File: config.mk
export PLATFORM = sky130hd
export DESIGN_NAME = peripheral_bus_arbiter_flat
export DESIGN_NICKNAME = d
export VERILOG_FILES = /design/src/rtl/peripheral_bus_arbiter_pkg.sv /design/src/rtl/peripheral_bus_arbiter_if.sv /design/src/rtl/peripheral_bus_arbiter_rr_picker.sv /design/src/rtl/peripheral_bus_arbiter.sv /design/src/flat_wrapper.sv
export SDC_FILE = /design/constraint.sdc
export NUM_CORES = 1
export LEC_CHECK = 0
export CAP_MARGIN = 15
export CORE_ASPECT_RATIO = 0.8
export CORE_MARGIN = 8
export CORE_UTILIZATION = 39
export DETAILED_ROUTE_END_ITERATION = 10
export MAX_ROUTING_LAYER = met4
export PLACE_DENSITY = 0.79
export REMOVE_ABC_BUFFERS = 1
export SLEW_MARGIN = 20
export SYNTH_ARGS = -nofsm -noshare
export SYNTH_HDL_FRONTEND = slang
export SYNTH_HIERARCHICAL = 1
export SYNTH_SLANG_ARGS = --single-unit
File: constraint.sdc
create_clock -name sig_clock -period 2.2 [get_ports sig_clock]
set_clock_uncertainty 0.15 [all_clocks]
set_input_delay 0.33 -clock sig_clock [delete_from_list [all_inputs] [get_ports sig_clock]]
set_output_delay 0.33 -clock sig_clock [all_outputs]
set_load 0.01 [all_outputs]
File: src/rtl/peripheral_bus_arbiter_pkg.sv
`default_nettype none
// ============================================================================
// Module      : peripheral_bus_pkg
// Description : Shared encodings, state type and helpers for the byte-serial
//               peripheral bus arbiter.
// Revision    : 1.0 - initial release
// ============================================================================
package peripheral_bus_pkg;

    // Transfer size encodings carried on req_size / sig_size
    localparam logic [1:0] SIZE_1B      = 2'd0;
    localparam logic [1:0] SIZE_2B      = 2'd1;
    localparam logic [1:0] SIZE_4B      = 2'd2;
    localparam logic [1:0] SIZE_ILLEGAL = 2'd3;

    // Width of the per-beat wait counter; covers TIMEOUT up to 255
    localparam int TIMEOUT_W = 8;

    typedef enum logic [1:0] {
        ST_IDLE = 2'd0,
        ST_BUS  = 2'd1,
        ST_RESP = 2'd2
    } state_t;

    // Number of byte beats for a size code; illegal size yields zero beats
    function automatic logic [2:0] beat_count(input logic [1:0] size);
        case (size)
            SIZE_1B: beat_count = 3'd1;
            SIZE_2B: beat_count = 3'd2;
            SIZE_4B: beat_count = 3'd4;
            default: beat_count = 3'd0;
        endcase
    endfunction

endpackage
`default_nettype wire

File: src/rtl/peripheral_bus_arbiter_if.sv
`default_nettype none
// ============================================================================
// Module      : peripheral_bus_arbiter_if
// Description : Requester-side handshake and peripheral bus pins bundled for
//               the arbiter (master) and the agents around it (slave).
// Revision    : 1.0 - initial release
// ============================================================================
interface peripheral_bus_arbiter_if #(
    parameter int NREQ       = 4,
    parameter int ADDR_WIDTH = 16
);
    logic [NREQ-1:0]            req_valid;
    logic [NREQ-1:0]            req_ready;
    logic [NREQ*ADDR_WIDTH-1:0] req_addr;
    logic [NREQ*2-1:0]          req_size;
    logic [NREQ-1:0]            req_write;
    logic [NREQ*32-1:0]         req_wdata;
    logic [NREQ-1:0]            rsp_valid;
    logic [31:0]                rsp_rdata;
    logic                       rsp_error;
    logic [ADDR_WIDTH-1:0]      sig_addr;
    logic [1:0]                 sig_size;
    logic                       sig_read;
    logic                       sig_write;
    logic                       sig_start;
    logic                       sig_bip;
    logic [7:0]                 sig_data_out;
    logic                       sig_rw;
    logic [7:0]                 sig_data_in;
    logic                       sig_wait;
    logic                       sig_error;

    modport master (
        input  req_valid, req_addr, req_size, req_write, req_wdata,
        input  sig_data_in, sig_wait, sig_error,
        output req_ready, rsp_valid, rsp_rdata, rsp_error,
        output sig_addr, sig_size, sig_read, sig_write, sig_start, sig_bip,
        output sig_data_out, sig_rw
    );

    modport slave (
        output req_valid, req_addr, req_size, req_write, req_wdata,
        output sig_data_in, sig_wait, sig_error,
        input  req_ready, rsp_valid, rsp_rdata, rsp_error,
        input  sig_addr, sig_size, sig_read, sig_write, sig_start, sig_bip,
        input  sig_data_out, sig_rw
    );
endinterface
`default_nettype wire

File: src/rtl/peripheral_bus_arbiter_rr_picker.sv
`default_nettype none
// ============================================================================
// Module      : peripheral_rr_picker
// Description : Combinational round-robin pick: first requesting index at or
//               after the pointer, wrapping, returned one-hot.
// Revision    : 1.0 - initial release
// ============================================================================
module peripheral_rr_picker #(
    parameter int NREQ  = 4,
    parameter int PTR_W = 2
) (
    input  wire logic [NREQ-1:0]  i_req,
    input  wire logic [PTR_W-1:0] i_ptr,
    output logic      [NREQ-1:0]  o_grant,
    output logic                  o_any
);

    // Scan distances 0..NREQ-1 from the pointer; constant indices keep it flat
    always_comb begin
        o_grant = '0;
        o_any   = 1'b0;
        for (int k = 0; k < NREQ; k++) begin
            for (int i = 0; i < NREQ; i++) begin
                if (!o_any && i_req[i] &&
                    ((int'(i_ptr) + k == i) || (int'(i_ptr) + k == i + NREQ))) begin
                    o_grant[i] = 1'b1;
                    o_any      = 1'b1;
                end
            end
        end
    end

endmodule
`default_nettype wire

File: src/rtl/peripheral_bus_arbiter.sv
`default_nettype none
// ============================================================================
// Module      : peripheral_bus_arbiter
// Description : Round-robin arbiter that sequences 1/2/4-byte transfers as
//               byte beats on a shared peripheral bus, with wait-state
//               timeout, slave error abort and one response per request.
// Revision    : 1.0 - initial release
// ============================================================================
module peripheral_bus_arbiter
    import peripheral_bus_pkg::*;
#(
    parameter int NREQ       = 4,
    parameter int ADDR_WIDTH = 16,
    parameter int TIMEOUT    = 255
) (
    input  wire logic                sig_clock,
    input  wire logic                sig_reset,
    peripheral_bus_arbiter_if.master bus_if
);

    localparam int PTR_W = $clog2(NREQ);
    localparam logic [TIMEOUT_W-1:0] c_timeout_lim = TIMEOUT_W'(TIMEOUT);

    state_t                r_state,   w_state_nxt;
    logic [PTR_W-1:0]      r_ptr,     w_ptr_nxt;
    logic [PTR_W-1:0]      r_gidx,    w_gidx_nxt;
    logic [ADDR_WIDTH-1:0] r_addr,    w_addr_nxt;
    logic [1:0]            r_size,    w_size_nxt;
    logic                  r_write,   w_write_nxt;
    logic [31:0]           r_wdata,   w_wdata_nxt;
    logic [1:0]            r_beat,    w_beat_nxt;
    logic [31:0]           r_rdata,   w_rdata_nxt;
    logic [TIMEOUT_W-1:0]  r_waitcnt, w_waitcnt_nxt;
    logic                  r_error,   w_error_nxt;
    logic                  r_first,   w_first_nxt;

    logic [NREQ-1:0]       w_pick_gnt;
    logic                  w_pick_any;
    logic [PTR_W-1:0]      w_pick_idx;
    logic [ADDR_WIDTH-1:0] w_sel_addr;
    logic [1:0]            w_sel_size;
    logic                  w_sel_write;
    logic [31:0]           w_sel_wdata;

    peripheral_rr_picker #(
        .NREQ  (NREQ),
        .PTR_W (PTR_W)
    ) u_picker (
        .i_req   (bus_if.req_valid),
        .i_ptr   (r_ptr),
        .o_grant (w_pick_gnt),
        .o_any   (w_pick_any)
    );

    // Encode the granted index and mux out that requester's fields
    always_comb begin
        w_pick_idx  = '0;
        w_sel_addr  = '0;
        w_sel_size  = '0;
        w_sel_write = 1'b0;
        w_sel_wdata = '0;
        for (int i = 0; i < NREQ; i++) begin
            if (w_pick_gnt[i]) begin
                w_pick_idx  = PTR_W'(i);
                w_sel_addr  = bus_if.req_addr[i*ADDR_WIDTH +: ADDR_WIDTH];
                w_sel_size  = bus_if.req_size[i*2 +: 2];
                w_sel_write = bus_if.req_write[i];
                w_sel_wdata = bus_if.req_wdata[i*32 +: 32];
            end
        end
    end

    // Next-state: accept in IDLE, step beats in BUS, release pointer in RESP
    always_comb begin
        w_state_nxt   = r_state;
        w_ptr_nxt     = r_ptr;
        w_gidx_nxt    = r_gidx;
        w_addr_nxt    = r_addr;
        w_size_nxt    = r_size;
        w_write_nxt   = r_write;
        w_wdata_nxt   = r_wdata;
        w_beat_nxt    = r_beat;
        w_rdata_nxt   = r_rdata;
        w_waitcnt_nxt = r_waitcnt;
        w_error_nxt   = r_error;
        w_first_nxt   = r_first;
        case (r_state)
            ST_IDLE: begin
                if (w_pick_any) begin
                    w_gidx_nxt    = w_pick_idx;
                    w_addr_nxt    = w_sel_addr;
                    w_size_nxt    = w_sel_size;
                    w_write_nxt   = w_sel_write;
                    w_wdata_nxt   = w_sel_wdata;
                    w_beat_nxt    = '0;
                    w_rdata_nxt   = '0;
                    w_waitcnt_nxt = '0;
                    w_first_nxt   = 1'b1;
                    // Illegal size skips the bus and answers with an error
                    w_error_nxt   = (w_sel_size == SIZE_ILLEGAL);
                    w_state_nxt   = (w_sel_size == SIZE_ILLEGAL) ? ST_RESP : ST_BUS;
                end
            end
            ST_BUS: begin
                w_first_nxt = 1'b0;
                if (bus_if.sig_wait) begin
                    // A stalled beat ignores sig_error; only the timeout can end it
                    w_waitcnt_nxt = r_waitcnt + TIMEOUT_W'(1);
                    if (r_waitcnt + TIMEOUT_W'(1) == c_timeout_lim) begin
                        w_error_nxt = 1'b1;
                        w_rdata_nxt = '0;
                        w_state_nxt = ST_RESP;
                    end
                end else begin
                    w_waitcnt_nxt = '0;
                    if (bus_if.sig_error) begin
                        w_error_nxt = 1'b1;
                        w_rdata_nxt = '0;
                        w_state_nxt = ST_RESP;
                    end else begin
                        if (!r_write) begin
                            w_rdata_nxt[{r_beat, 3'b000} +: 8] = bus_if.sig_data_in;
                        end
                        w_beat_nxt = r_beat + 2'd1;
                        if (({1'b0, r_beat} + 3'd1) == beat_count(r_size)) begin
                            w_state_nxt = ST_RESP;
                        end
                    end
                end
            end
            ST_RESP: begin
                w_ptr_nxt   = (r_gidx == PTR_W'(NREQ - 1)) ? '0 : r_gidx + PTR_W'(1);
                w_state_nxt = ST_IDLE;
            end
            default: begin
                w_state_nxt = ST_IDLE;
            end
        endcase
    end

    // State and datapath registers with synchronous reset
    always_ff @(posedge sig_clock) begin
        if (sig_reset) begin
            r_state   <= ST_IDLE;
            r_ptr     <= '0;
            r_gidx    <= '0;
            r_addr    <= '0;
            r_size    <= '0;
            r_write   <= 1'b0;
            r_wdata   <= '0;
            r_beat    <= '0;
            r_rdata   <= '0;
            r_waitcnt <= '0;
            r_error   <= 1'b0;
            r_first   <= 1'b0;
        end else begin
            r_state   <= w_state_nxt;
            r_ptr     <= w_ptr_nxt;
            r_gidx    <= w_gidx_nxt;
            r_addr    <= w_addr_nxt;
            r_size    <= w_size_nxt;
            r_write   <= w_write_nxt;
            r_wdata   <= w_wdata_nxt;
            r_beat    <= w_beat_nxt;
            r_rdata   <= w_rdata_nxt;
            r_waitcnt <= w_waitcnt_nxt;
            r_error   <= w_error_nxt;
            r_first   <= w_first_nxt;
        end
    end

    // Outputs decoded from state; everything idles low outside its phase
    always_comb begin
        bus_if.req_ready    = '0;
        bus_if.rsp_valid    = '0;
        bus_if.rsp_rdata    = '0;
        bus_if.rsp_error    = 1'b0;
        bus_if.sig_addr     = '0;
        bus_if.sig_size     = '0;
        bus_if.sig_read     = 1'b0;
        bus_if.sig_write    = 1'b0;
        bus_if.sig_start    = 1'b0;
        bus_if.sig_bip      = 1'b0;
        bus_if.sig_data_out = '0;
        bus_if.sig_rw       = 1'b0;
        if (r_state == ST_IDLE && !sig_reset) begin
            bus_if.req_ready = w_pick_gnt;
        end
        if (r_state == ST_BUS) begin
            bus_if.sig_bip   = 1'b1;
            bus_if.sig_start = r_first;
            bus_if.sig_read  = ~r_write;
            bus_if.sig_write = r_write;
            bus_if.sig_rw    = r_write;
            bus_if.sig_size  = r_size;
            bus_if.sig_addr  = r_addr + ADDR_WIDTH'(r_beat);
            if (r_write) begin
                bus_if.sig_data_out = r_wdata[{r_beat, 3'b000} +: 8];
            end
        end
        if (r_state == ST_RESP) begin
            for (int i = 0; i < NREQ; i++) begin
                bus_if.rsp_valid[i] = (r_gidx == PTR_W'(i));
            end
            bus_if.rsp_rdata = r_rdata;
            bus_if.rsp_error = r_error;
        end
    end

endmodule
`default_nettype wire

File: src/flat_wrapper.sv
// flat-port wrapper written by rule: the top's interface ports become plain ports
module peripheral_bus_arbiter_flat import peripheral_bus_pkg::*;
#(
    parameter int NREQ       = 4,
    parameter int ADDR_WIDTH = 16,
    parameter int TIMEOUT    = 255
)
  (sig_clock, sig_reset, bus_if_req_valid, bus_if_req_addr, bus_if_req_size, bus_if_req_write, bus_if_req_wdata, bus_if_sig_data_in, bus_if_sig_wait, bus_if_sig_error, bus_if_req_ready, bus_if_rsp_valid, bus_if_rsp_rdata, bus_if_rsp_error, bus_if_sig_addr, bus_if_sig_size, bus_if_sig_read, bus_if_sig_write, bus_if_sig_start, bus_if_sig_bip, bus_if_sig_data_out, bus_if_sig_rw);
  peripheral_bus_arbiter_if #(.NREQ(NREQ), .ADDR_WIDTH(ADDR_WIDTH)) bus_if_i ();
  input  wire logic sig_clock;
  input  wire logic sig_reset;
  input wire logic [$bits(bus_if_i.req_valid)-1:0] bus_if_req_valid;
  input wire logic [$bits(bus_if_i.req_addr)-1:0] bus_if_req_addr;
  input wire logic [$bits(bus_if_i.req_size)-1:0] bus_if_req_size;
  input wire logic [$bits(bus_if_i.req_write)-1:0] bus_if_req_write;
  input wire logic [$bits(bus_if_i.req_wdata)-1:0] bus_if_req_wdata;
  input wire logic [$bits(bus_if_i.sig_data_in)-1:0] bus_if_sig_data_in;
  input wire logic [$bits(bus_if_i.sig_wait)-1:0] bus_if_sig_wait;
  input wire logic [$bits(bus_if_i.sig_error)-1:0] bus_if_sig_error;
  output wire logic [$bits(bus_if_i.req_ready)-1:0] bus_if_req_ready;
  output wire logic [$bits(bus_if_i.rsp_valid)-1:0] bus_if_rsp_valid;
  output wire logic [$bits(bus_if_i.rsp_rdata)-1:0] bus_if_rsp_rdata;
  output wire logic [$bits(bus_if_i.rsp_error)-1:0] bus_if_rsp_error;
  output wire logic [$bits(bus_if_i.sig_addr)-1:0] bus_if_sig_addr;
  output wire logic [$bits(bus_if_i.sig_size)-1:0] bus_if_sig_size;
  output wire logic [$bits(bus_if_i.sig_read)-1:0] bus_if_sig_read;
  output wire logic [$bits(bus_if_i.sig_write)-1:0] bus_if_sig_write;
  output wire logic [$bits(bus_if_i.sig_start)-1:0] bus_if_sig_start;
  output wire logic [$bits(bus_if_i.sig_bip)-1:0] bus_if_sig_bip;
  output wire logic [$bits(bus_if_i.sig_data_out)-1:0] bus_if_sig_data_out;
  output wire logic [$bits(bus_if_i.sig_rw)-1:0] bus_if_sig_rw;
  assign bus_if_i.req_valid = bus_if_req_valid;
  assign bus_if_i.req_addr = bus_if_req_addr;
  assign bus_if_i.req_size = bus_if_req_size;
  assign bus_if_i.req_write = bus_if_req_write;
  assign bus_if_i.req_wdata = bus_if_req_wdata;
  assign bus_if_i.sig_data_in = bus_if_sig_data_in;
  assign bus_if_i.sig_wait = bus_if_sig_wait;
  assign bus_if_i.sig_error = bus_if_sig_error;
  assign bus_if_req_ready = bus_if_i.req_ready;
  assign bus_if_rsp_valid = bus_if_i.rsp_valid;
  assign bus_if_rsp_rdata = bus_if_i.rsp_rdata;
  assign bus_if_rsp_error = bus_if_i.rsp_error;
  assign bus_if_sig_addr = bus_if_i.sig_addr;
  assign bus_if_sig_size = bus_if_i.sig_size;
  assign bus_if_sig_read = bus_if_i.sig_read;
  assign bus_if_sig_write = bus_if_i.sig_write;
  assign bus_if_sig_start = bus_if_i.sig_start;
  assign bus_if_sig_bip = bus_if_i.sig_bip;
  assign bus_if_sig_data_out = bus_if_i.sig_data_out;
  assign bus_if_sig_rw = bus_if_i.sig_rw;
  peripheral_bus_arbiter #(.NREQ(NREQ), .ADDR_WIDTH(ADDR_WIDTH), .TIMEOUT(TIMEOUT)) u_core (.sig_clock(sig_clock), .sig_reset(sig_reset), .bus_if(bus_if_i));
endmodule
; Yosys cells after proc, flatten, opt, wreduce, memory -nomap -nowiden
; Index checks and enable logic that the tools add are counted.
[totals]
register_bits = 101
input_bits = 220
[op_classes]
n_bitwise = 1
reduce_logical = 74
shifts = 3
eq_ne = 41
n_mux = 95
addsub = 9
[op_table]
columns = op, count
row1 = $mux W32, 10
row2 = $eq A32 B4 Y1 const B, 9
row3 = $eq A32 B3 Y1 const B, 6
row4 = $logic_not A32 Y1, 4
row5 = $eq A32 B2 Y1 const B, 3
row6 = $mux W16, 5
row7 = $pmux W32 S2, 1
row8 = $mux W1, 46
row9 = $mux W2, 17
row10 = $bwmux W32, 1
row11 = $logic_and A1 B1 Y1, 32
row12 = $mux W8, 4
row13 = $shift A8 B7 Y32 const A, 1
row14 = $shiftx A32 B6 Y8, 1
row15 = $shiftx A8 B7 Y32, 1
row16 = $add A16 B2 Y16, 1
row17 = $logic_not A1 Y1, 16
row18 = $pmux W8 S2, 1
row19 = $eq A2 B2 Y1 const B, 7
row20 = $logic_or A1 B1 Y1, 12
row21 = $reduce_and A4 Y1, 3
row22 = $eq A3 B3 Y1 const B, 3
row23 = $mux W3, 3
row24 = $pmux W3 S3, 1
row25 = other kinds (21), 35

; Logic depth before layout (Yosys ltp)
[depth]
ltp_word = 68
ltp_mapped = 11
depth_no_buf = 9

; Modules after synthesis
; Netlist, hierarchy kept.
[modules_own_cells]
columns = mod, seq_area_each_um2, cells_each, area_each_um2, n_inst
row1 = peripheral_bus_arbiter, 2021.9, 794, 6442.4, 1
row2 = peripheral_rr_picker, 0.0, 18, 113.9, 1

; Worst setup path after synthesis
; No wires, ideal clock.
[synth_path]
path_kind = register to register
startpoint = register u_core.r_beat[1]
endpoint = register u_core.r_state[1]
arrival_time_ns = 2.226
setup_slack_ns = -0.249
stages_incl_launch_ff = 10
setup_time_ns = 0.073
synth_period_minus_slack_ns = 2.449
path_cell_list = dfxtp_1 -> clkbuf_1 -> inv_1 -> ha_1 -> buf_2 -> nor4b_1 -> o21ai_0 -> a31oi_1 -> nor3b_1 -> nor3b_2
[synth_between]
elab_chain_cells = 4
[synth_lines]
columns = element, line_no
row1 = from (decl), peripheral_bus_arbiter.sv:31  ; logic [1:0] r_beat, w_beat_nxt;
row2 = from (signal assigned), peripheral_bus_arbiter.sv:164  ; r_beat <= w_beat_nxt;
row3 = $add A2 B1 Y3, peripheral_bus_arbiter.sv:125  ; if (({1'b0, r_beat} + 3'd1) == beat_count(r_size)) begin
row4 = $eq A3 B3 Y1, peripheral_bus_arbiter.sv:125
row5 = $ne A4 B3 Y1 (no source line), --
row6 = $reduce_and A3 Y1 (no source line), --
row7 = to (signal assigned), peripheral_bus_arbiter.sv:157  ; r_state <= w_state_nxt;
row8 = to (decl), peripheral_bus_arbiter.sv:24  ; state_t r_state, w_state_nxt;
; Every way passes these cells.
; A chain may end at the register's enable or synchronous reset.

; Final worst setup path
[layout_path]
startpoint = register u_core.r_ptr[0]
endpoint = register u_core.r_wdata[1]
[layout_between]
word_cells_on_any_way = 125
[layout_rtl]
columns = element, line_no
row1 = from (decl), peripheral_bus_arbiter.sv:25  ; logic [PTR_W-1:0] r_ptr, w_ptr_nxt;
row2 = from (signal assigned), peripheral_bus_arbiter.sv:158  ; r_ptr <= w_ptr_nxt;
row3 = $logic_not A32 Y1, peripheral_bus_arbiter_rr_picker.sv:25  ; ((int'(i_ptr) + k == i) || (int'(i_ptr) + k == i + NREQ))) begin
row4 = $logic_and A1 B1 Y1, peripheral_bus_arbiter_rr_picker.sv:24  ; if (!o_any && i_req[i] &&
row5 = $mux W1, peripheral_bus_arbiter_rr_picker.sv:24
row6 = $logic_not A1 Y1, peripheral_bus_arbiter_rr_picker.sv:24
row7 = $logic_and A1 B1 Y1 (2 in a row), peripheral_bus_arbiter_rr_picker.sv:24
row8 = $mux W1, peripheral_bus_arbiter_rr_picker.sv:24
row9 = $logic_not A1 Y1, peripheral_bus_arbiter_rr_picker.sv:24
row10 = $logic_and A1 B1 Y1 (2 in a row), peripheral_bus_arbiter_rr_picker.sv:24
row11 = (+41 left out), --
row12 = $logic_not A1 Y1, peripheral_bus_arbiter_rr_picker.sv:24
row13 = $logic_and A1 B1 Y1 (2 in a row), peripheral_bus_arbiter_rr_picker.sv:24
row14 = $mux W1, peripheral_bus_arbiter_rr_picker.sv:24
row15 = $logic_not A1 Y1, peripheral_bus_arbiter_rr_picker.sv:24
row16 = $logic_and A1 B1 Y1 (2 in a row), peripheral_bus_arbiter_rr_picker.sv:24
row17 = $mux W1 (*), peripheral_bus_arbiter_rr_picker.sv:24
row18 = net u_core.w_pick_gnt[2], peripheral_bus_arbiter.sv:37  ; logic [NREQ-1:0] w_pick_gnt;
row19 = $mux W32 (*) (2 in a row), peripheral_bus_arbiter.sv:63  ; if (w_pick_gnt[i]) begin
row20 = to (signal assigned), peripheral_bus_arbiter.sv:163  ; r_wdata <= w_wdata_nxt;
row21 = to (decl), peripheral_bus_arbiter.sv:30  ; logic [31:0] r_wdata, w_wdata_nxt;
; The timed path passes the listed nets; every way through them passes the cells marked *.

==> impl_metrics.tcl <==
set metrics [dict create \
    path_clk_slew_ps 70 \
    cts_made_buffers 9 \
    status "finished with violations" \
    grt_usage 0.2360 \
    cap_violations 0 \
    cts.sinks 101 \
    die_h_um 132.0 \
    row_count 42 \
    hold_class "reg2reg" \
    vias 8151 \
    power.density_mw_per_mm2 778.8 \
    final_cell_mix "clkdlybuf4s50_1 (216), dfxtp_1 (89), nor2_1 (83), buf_4 (79), a22oi_2 (55)" \
    drv_slew 0 \
    clock_latency_ps 350 \
    ir_drop_uv 504.9 \
    yosysWarnings 6 \
    final-setup-viol-count 75 \
    synthSimpleGateAreaFrac 0.2475 \
    worstSetupPathType "reg2reg" \
    dp.cells 1328 \
    n_fill_cell 1146 \
    gp_congestion 0.8616 \
    first_global_vias 7534 \
    fin_nets 1412 \
    vias_per_cell 5.806 \
    critPathLaunchType "flop" \
    relSlewSlack 0.5108 \
    hpwl_um 18380 \
    synth_seq_cells 101 \
    initial_utilization 0.3973 \
    grt_pass1_wl_um 40140 \
    power.leakage_nw 4.740 \
    fin_crit_ps 2528 \
    cts.htree.levels 3 \
    ys_seq_area_frac 0.3084 \
    violations "setup timing" \
    routed_wirelength_um 30840 \
    grt_overflow_total 0 \
    layout_setup_ws_ps -327.5 \
    synth_compound_area_frac 0.2794 \
    fin_crit_sh 1.149 \
    synthMuxAreaShare 0.05649 \
    setup_tns_ps -10750 \
    antenna_found_initial 1 \
    required_ps 2320 \
    synth_top_family_by_area "compound AO/OA/AOI/OAI gates" \
    synth_edf_count 0 \
    avgSynthCellArea_um2 8.074 \
    root_buffer "clkbuf_16" \
    max_freq_ghz 0.3956 \
    clk_path_buf_depth 2 \
    drive_gt1_frac 0.2781 \
    fin_cells 1404 \
    synth_cell_types 63 \
    async_reset_ff_frac 0 \
    synthCells 812 \
    core-area_mm2 0.01650 \
    worst_pin_slew_ps 733.9 \
    hold_violations 0 \
    synthAdderAreaFrac 0.02595 \
    grt_max_degree 88 \
    layout_commonest_cell "clkdlybuf4s50_1" \
    dr.pass1.iters 5 \
    rsz0062_at_grt "yes" \
    crit_path_max_fanout 7 \
    num_io_pins 292 \
    yosys_most_used_dff "dfxtp_1" \
    drt_iter0_markers 807 \
    ant_nets 0 \
    arrival_ps 2640 \
    area_growth_syn_to_layout_pct 81.07 \
    synth_xor_area_frac 0.02519 \
    hold_buffers 0 \
    post_dp_cell_area_mm2 0.01014 \
    syn_area_mm2 0.006556 \
    chipWidth_um 161.0 \
    fin_area_mm2 0.01187 \
    die_area_mm2 0.02124 \
    routedWlPerCell_um 21.96 \
    post-route-util 0.7194 \
    worstSetupEndpointType "flop" \
    cts_tree "yes" \
    drc 0 \
    port_buffers 291 \
]
cell usage after synthesis, drive strengths merged, types with 2 or more instances:
cell type	instances	share of area
nor3	8	0.0078
nand2b	28	0.028
and4	3	0.0040
clkbuf	56	0.032
mux4	8	0.027
nand2	39	0.022
nor4b	3	0.0073
a21o	2	0.0025
or3	3	0.0036
nor2	91	0.054
a41o	8	0.012
buf	20	0.019
nand4	14	0.014
nand3	13	0.014
xnor2	3	0.0040
ha	12	0.023
o21ai	70	0.053
nand3b	3	0.0034
a31oi	5	0.0048
a22oi	100	0.11
dfxtp	101	0.31
o211ai	50	0.057
mux2i	19	0.029
and3	15	0.014
nor2b	21	0.020
and2	49	0.047
o21a	3	0.0034
nor3b	3	0.0042
a211oi	4	0.0046
xor2	15	0.021
a21oi	22	0.017
inv	10	0.0057
cells by family (layout without fill, tap and decap cells):
group | Yosys count | in the layout
simple gates | 296 | 296
compound gates | 271 | 271
flops | 101 | 101
buf+inv | 86 | 457
mux | 27 | 27
xor+xnor | 18 | 18
fa+ha+maj | 13 | 13
other cells | 0 | 1
worst paths after layout:
kind | startpoint | end | slack, ps | depth (start not counted)
hold / removal | u_core/r_first | u_core/r_first | 310 | 2
hold reg to reg | u_core/r_first | u_core/r_first | 310 | 2
setup / recovery | u_core/r_ptr[0] | u_core/r_wdata[1] | -330 | 13
setup reg to reg | u_core/r_ptr[0] | u_core/r_wdata[1] | -330 | 13
what timing repair did:
item / in CTS / in global routing
gates resized for setup: 219 / 174
buffers inserted: 18 / 30
pin swaps: 20 / 79
setup endpoints to repair: 139 / 110
cloned: 4 / 14
state kept, by name (all words and copies together), names as in the netlist:
signal,cells
u_core/r_error,1
u_core/r_write,1
u_core/r_rdata,32
u_core/r_state,2
u_core/r_first,1
u_core/r_size,2
u_core/r_addr,16
u_core/r_ptr,2
u_core/r_wdata,32
u_core/r_gidx,2
u_core/r_beat,2
u_core/r_waitcnt,8
routing by layer:
| metal | up-vias | track usage | wire (um) |
|---|---|---|---|
| met5 | - | - | 0 |
| met4 | 0 | 0.04671 | 960 |
| met3 | 75 | 0.03964 | 2424 |
| met1 | 3925 | 0.3017 | 12900 |
| met2 | 422 | 0.3868 | 14550 |
| li1 | 3729 | - | - |
power breakdown:
part	switching [mW]	internal, mW	leakage (nW)
combinational	2.44	2.45	3.75
clock	0.722	1.03	0.159
sequential	0.373	2.24	0.834
total	3.53	5.72	4.74
metrics by stage:
step,worst slack (ps),power [mW],hold WS [ps]
CTS,-183.3,8.313,309.0
detailed placement,-541.6,6.297,300.0
global placement,-487.7,6.239,288.6
finish,-327.5,9.246,309.7
global route,-422.4,9.707,334.3
floorplan,-2399,4.448,249.1
worst max-delay path: stages, from the launching register on:
cell       delay, ps
dfxtp_4          400
a21o_2           140
a21oi_2           50
o21a_2           230
buf_6            130
buf_6            110
buf_6            120
nor2b_4          200
buf_12           190
clkbuf_16        190
a22oi_2           60
o211ai_1         210
o21ai_1          130
nor2_1           140
layout make-up:
class / instances / area [um2] / share of cell area
sequential: 101 / 2052 / 0.1728
tap: 220 / 275.3 / 0.02319
clock buffer: 10 / 239.0 / 0.02013
clock inverter: 5 / 82.58 / 0.006956
antenna: 1 / 2.502 / 0.0002108
multi-input combinational: 625 / 4763 / 0.4012
inverter: 10 / 37.54 / 0.003162
timing repair buffer: 432 / 4419 / 0.3723
Power figures use the tool's default switching activity.
